[config.mk]
export PLATFORM = sky130hd
export DESIGN_NAME = core_sequencer
export DESIGN_NICKNAME = d
export VERILOG_FILES = /design/src/rtl/core_seq_pkg.sv /design/src/rtl/sat_counter.sv /design/src/rtl/core_sequencer.sv
export SDC_FILE = /design/constraint.sdc
export NUM_CORES = 1
export LEC_CHECK = 0
export ABC_AREA = 1
export BUFFER_PORTS_ARGS = -buffer_cell sky130_fd_sc_hd__clkbuf_2
export CAP_MARGIN = 20
export CELL_PAD_IN_SITES_DETAIL_PLACEMENT = 0
export CELL_PAD_IN_SITES_GLOBAL_PLACEMENT = 2
export CORE_MARGIN = 2
export CORE_UTILIZATION = 24
export CTS_BUF_LIST = sky130_fd_sc_hd__clkbuf_16
export CTS_CLUSTER_SIZE = 12
export DETAILED_ROUTE_END_ITERATION = 8
export PLACE_DENSITY = 0.87
export SLEW_MARGIN = 20
export SYNTH_ARGS = -nofsm -noshare
export SYNTH_HDL_FRONTEND = slang
export SYNTH_SLANG_ARGS = --single-unit
[constraint.sdc]
create_clock -name clk -period 2.15 [get_ports clk]
set_clock_uncertainty 0.15 [all_clocks]
set_input_delay 0.215 -clock clk [delete_from_list [all_inputs] [get_ports clk]]
set_output_delay 0.215 -clock clk [all_outputs]
set_load 0.05 [all_outputs]
[src/rtl/core_seq_pkg.sv]
// Shared definitions for the core sequencer: state encoding and default widths.
package core_seq_pkg;

  typedef enum logic [2:0] {
    S_IDLE = 3'd0,
    S_LOAD = 3'd1,
    S_RUN  = 3'd2,
    S_STEP = 3'd3,
    S_HALT = 3'd4
  } seq_state_e;

  localparam int LD_CNT_W_DEF = 8;
  localparam int CYC_W_DEF    = 32;

endpackage

[src/rtl/sat_counter.sv]
// Up-counter that sticks at its maximum value; synchronous clear has priority over increment.
module sat_counter #(
  parameter int WIDTH = 32
) (
  input  logic             clk,
  input  logic             rst_n,
  input  logic             clr,
  input  logic             inc,
  output logic [WIDTH-1:0] count
);

  logic [WIDTH-1:0] count_q, count_d;

  always_comb begin
    count_d = count_q;
    if (clr) begin
      count_d = '0;
    end else if (inc && (count_q != {WIDTH{1'b1}})) begin
      count_d = count_q + 1'b1;
    end
  end

  always_ff @(posedge clk or negedge rst_n) begin
    if (!rst_n) begin
      count_q <= '0;
    end else begin
      count_q <= count_d;
    end
  end

  assign count = count_q;

endmodule

[src/rtl/core_sequencer.sv]
// Sequencer for a small core: loads instruction memory, then runs, single-steps
// or halts the datapath, with a PC breakpoint and a saturating cycle counter.
module core_sequencer
  import core_seq_pkg::*;
#(
  parameter int LD_CNT_W = LD_CNT_W_DEF,
  parameter int CYC_W    = CYC_W_DEF
) (
  input  logic                clk,
  input  logic                rst,
  input  logic                cmd_load,
  input  logic                cmd_run,
  input  logic                cmd_step,
  input  logic                cmd_halt,
  input  logic                ld_valid,
  input  logic [31:0]         ld_data,
  input  logic [LD_CNT_W-1:0] ld_count,
  output logic                ld_ready,
  output logic                imem_we,
  output logic [31:0]         imem_addr,
  output logic [31:0]         imem_wd,
  output logic                core_rst,
  output logic                core_en,
  input  logic [31:0]         pc,
  input  logic [31:0]         brk_addr,
  input  logic                brk_en,
  output logic [2:0]          state,
  output logic [CYC_W-1:0]    cycles
);

  seq_state_e          state_q, state_d;
  logic [LD_CNT_W-1:0] idx_q, idx_d;
  logic [LD_CNT_W-1:0] cnt_q, cnt_d;
  logic                mask_q, mask_d;
  logic                cyc_clr, cyc_inc;
  logic                brk_hit;
  logic [31:0]         idx_ext;

  // The mask lets the first cycle after a resume execute the breakpoint address.
  assign brk_hit = brk_en && (pc == brk_addr) && !mask_q;

  always_comb begin
    state_d  = state_q;
    idx_d    = idx_q;
    cnt_d    = cnt_q;
    mask_d   = 1'b0;
    ld_ready = 1'b0;
    imem_we  = 1'b0;
    core_en  = 1'b0;
    cyc_clr  = 1'b0;
    cyc_inc  = 1'b0;
    unique case (state_q)
      S_IDLE: begin
        if (cmd_load) begin
          state_d = S_LOAD;
          cnt_d   = ld_count;
          idx_d   = '0;
        end else if (cmd_run) begin
          state_d = S_RUN;
          cyc_clr = 1'b1;
        end else if (cmd_step) begin
          state_d = S_STEP;
          cyc_clr = 1'b1;
        end
      end
      S_LOAD: begin
        ld_ready = (cnt_q != '0) && !cmd_halt;
        imem_we  = ld_ready && ld_valid;
        if (cmd_halt || (cnt_q == '0)) begin
          state_d = S_IDLE;
        end else if (imem_we) begin
          if (idx_q == cnt_q - LD_CNT_W'(1)) begin
            state_d = S_IDLE;
          end else begin
            idx_d = idx_q + LD_CNT_W'(1);
          end
        end
      end
      S_RUN: begin
        if (brk_hit) begin
          state_d = S_HALT;
        end else begin
          core_en = 1'b1;
          cyc_inc = 1'b1;
          if (cmd_halt) begin
            state_d = S_HALT;
          end
        end
      end
      S_STEP: begin
        core_en = 1'b1;
        cyc_inc = 1'b1;
        state_d = S_HALT;
      end
      S_HALT: begin
        if (cmd_load) begin
          state_d = S_LOAD;
          cnt_d   = ld_count;
          idx_d   = '0;
        end else if (cmd_run) begin
          state_d = S_RUN;
          mask_d  = 1'b1;
        end else if (cmd_step) begin
          state_d = S_STEP;
        end
      end
      default: state_d = S_IDLE;
    endcase
  end

  always_ff @(posedge clk or negedge rst) begin
    if (!rst) begin
      state_q <= S_IDLE;
      idx_q   <= '0;
      cnt_q   <= '0;
      mask_q  <= 1'b0;
    end else begin
      state_q <= state_d;
      idx_q   <= idx_d;
      cnt_q   <= cnt_d;
      mask_q  <= mask_d;
    end
  end

  sat_counter #(.WIDTH(CYC_W)) u_cycles (
    .clk   (clk),
    .rst_n (rst),
    .clr   (cyc_clr),
    .inc   (cyc_inc),
    .count (cycles)
  );

  assign idx_ext   = 32'(idx_q);
  assign imem_addr = {idx_ext[29:0], 2'b00};
  assign imem_wd   = ld_data;
  assign core_rst  = (state_q == S_RUN) || (state_q == S_STEP) || (state_q == S_HALT);
  assign state     = state_q;

endmodule
==> impl_metrics.tcl <==
set metrics [dict create \
    layout_cell_share_with_drive_strength_beyond_1_pct 24.4 \
    synth.ff_latch_count 52 \
    peakVddDrop_v 0.000822 \
    avgRoutedWirePerCell_um 13.1 \
    critPathCaptureType "primary output" \
    yosys.cell_types.count 33 \
    start_util_pct 24.5 \
    tns_ns 0 \
    die_height_um 142 \
    syn2layout_area_growth_pct 23.5 \
    n_fill_cell 2114 \
    final_util_pct 30.3 \
    tcrit_tclk_final_pct 94.5 \
    grt_start_max_net_pins 39 \
    count_of_pins_on_the_block_boundary 215 \
    yosys_warnings 0 \
    routed_wl_um 14300 \
    cp_data_required_time_ns 1.78 \
    remaining_drc_errors 0 \
    cts.path.max_buffers 2 \
    max-cap-violations 0 \
    run_status "complete, no violations" \
    worstSetupStartpointType "flip-flop" \
    power.total_w 0.00711 \
    ys_async_sr_fraction_pct 100 \
    mostFrequentLayoutCell "sky130_fd_sc_hd__nand2_1" \
    coreArea_sq_um 18800 \
    antenna_cells_inserted 0 \
    drt_first_iter_violations 261 \
    cp.buffers_inverters 4 \
    timing.setup.critical_path_class "reg -> out" \
    vias_per_cell 4.33 \
    grt_antenna_before_repair 0 \
    buffer_ports.inserted 126 \
    setup_viol 0 \
    pwr_density_cell_nw_per_um2 1250 \
    syn-mean-instance-area_sq_um 6.38 \
    drtPass1Iterations 5 \
    timing.critical_path.cells "inv_1, buf_4, ha_1, a21oi_1, nand2_1, inv_1, buf_2" \
    die_area_sq_um 20300 \
    tritoncts_clock_tree "built" \
    finalCriticalPeriod_ns 2.03 \
    ys_dominant_reg_cell "sky130_fd_sc_hd__dfrtp_1" \
    timing.critical_path.max_delay_family "buffers and inverters" \
    cell_chosen_for_the_clock_root "sky130_fd_sc_hd__clkbuf_16" \
    clk-insertion-delay-late_ns 0.30 \
    finalHoldViolations 0 \
    dp_hpwl_um 11300 \
    max_stage_delay_ns 0.36 \
    std_cell_rows 50 \
    yosysSeqAreaShare_pct 28.3 \
    cts_made_buffers 5 \
    critical_path.most_common_cell "sky130_fd_sc_hd__inv_1" \
    clkTransAtPathRegs_ns 0.07 \
    post_synth_edffs 0 \
    place_congestion 0.852 \
    worst-path-max-fanout 3 \
    dr_total_vias 4706 \
    grt_pass1_wl_um 22200 \
    power_leakage_nw 3.07 \
    h-tree-depth 2 \
    post_syn_area_sq_um 4600 \
    cts_sinks 52 \
    layout.cells.most_common_list "sky130_fd_sc_hd__nand2_1 (223), sky130_fd_sc_hd__clkbuf_2 (123), sky130_fd_sc_hd__nor2_1 (100), sky130_fd_sc_hd__inv_1 (84), sky130_fd_sc_hd__nand3_1 (63)" \
    overflow 0 \
    antenna_left 0 \
    maxSlewViolCount 0 \
    track_usage_pct 13.8 \
    critical-path-slowest-cell "sky130_fd_sc_hd__dfrtp_1" \
    via_count_of_the_first_global_routing_pass 4333 \
    achievable-frequency_ghz 0.492 \
    final_nets 968 \
    syn-instance-count 721 \
    hp-class "in -> reg" \
    fp.dieW_um 142 \
    critical_path_at_ns 1.67 \
]
[path summary, 6_finish.rpt]
path	startpoint	to	slack (ns)	depth (start not counted)
worst max-delay path	cnt_q[0]$_DFFE_PN0P_	ld_ready	0.12	7
worst min-delay path	cmd_load	mask_q$_DFF_PN0_	0.01	2
worst max register to register	u_cycles.count[2]$_DFFE_PN0P_	u_cycles.count[29]$_DFFE_PN0P_	0.15	9
worst min register to register	u_cycles.count[7]$_DFFE_PN0P_	u_cycles.count[7]$_DFFE_PN0P_	0.44	2
max in group asynchronous	rst	u_cycles.count[7]$_DFFE_PN0P_	1.01	3
min in group asynchronous	rst	cnt_q[4]$_DFFE_PN0P_	0.25	2
[power breakdown]
group	total, W	internal (W)	switching [W]
combinational	0.00437	0.00129	0.00308
clock	0.000934	0.000543	0.000390
sequential	0.00181	0.00137	0.000435
total	0.00711	0.00321	0.00390
[layer usage]
metal  wire, um  part of all wire [%]  vias to the layer above  global-route usage, %
met5          0                     0                        -                      0
met4        176                   1.2                        0                   3.39
met3       1010                   7.0                       14                   1.95
met2       6670                    47                      168                   23.3
met1       6430                    45                     2116                   18.6
li1           -                     -                     2408                      -
[flip-flops by register name, summed over array words and instances (netlist names)]
name	count
cnt_q	8
idx_q	8
mask_q	1
state	3
u_cycles.count	32
[Yosys cell counts (all sizes together), types with 7 or more instances]
cell type | number | share of area, %
nand2 | 228 | 19
nor2 | 107 | 8.9
inv | 87 | 7.1
nand3 | 66 | 7.6
buf | 63 | 11
dfrtp | 52 | 28
nor3 | 26 | 3.6
xor2 | 22 | 4.2
xnor2 | 18 | 3.4
nand4 | 9 | 1.2
o21ai | 8 | 0.87
a21oi | 7 | 0.76
clkbuf | 7 | 0.57
[worst reg2reg max path, stage by stage, from the launching register on]
cell	delay (ns)
sky130_fd_sc_hd__dfrtp_1	0.49
sky130_fd_sc_hd__nand3_1	0.24
sky130_fd_sc_hd__nor2_1	0.18
sky130_fd_sc_hd__inv_1	0.12
sky130_fd_sc_hd__nor2_1	0.22
sky130_fd_sc_hd__nand3b_1	0.16
sky130_fd_sc_hd__xor2_1	0.17
sky130_fd_sc_hd__nor2_1	0.09
sky130_fd_sc_hd__nand2_1	0.06
sky130_fd_sc_hd__nand2_1	0.06
[kinds of logic (layout without fill, tap and decap cells)]
family                     after synthesis  count (layout)  share of synthesized area (%)
other                                    1              24                         0.0816
DFF                                     52              52                           28.3
adders and majority gates                4               4                           1.09
muxes                                    3               3                          0.735
AOI/OAI and AO/OA                       18              18                           2.12
buffers and inverters                  157             266                           18.4
xor gates and xnor gates                40              40                           7.62
and+or+nand+nor                        446             446                           41.7
[cell type report]
cell class / instances / area (sq um) / share of cell area, %
multi-input combinational: 535 / 2590 / 45.7
sequential: 52 / 1310 / 23.0
timing repair buffer: 171 / 996 / 17.5
inverter: 87 / 329 / 5.79
tap: 234 / 293 / 5.16
clock buffer: 5 / 125 / 2.20
clock inverter: 3 / 37.5 / 0.661
[stage by stage]
| step | instances | setup slack [ns] | area [sq um] | hold WS (ns) |
|---|---|---|---|---|
| 2_1_floorplan | 744 | 0.0427 | 4690 | -0.231 |
| 6_report | 1087 | 0.117 | 5680 | 0.0145 |
| 4_1_cts | 1085 | 0.00564 | 5610 | 0.00368 |
| 3_3_place_gp | 1074 | 0.0698 | 5410 | 0.0421 |
| 5_1_grt | 1087 | -0.00696 | 5680 | 0.0147 |
| 3_5_place_dp | 1074 | 0.0510 | 5410 | 0.0410 |
[timing repair]
| action | 4_1_cts | 5_1_grt |
|---|---|---|
| pin swaps | 0 | 2 |
| gates resized for setup | 3 | 17 |
| endpoints found under the setup margin | 1 | 42 |
| hold buffers | 3 | 1 |
| buffers inserted | 0 | 1 |
| hold endpoints to repair | 16 | 1 |
(Power assumes the default switching activity.)
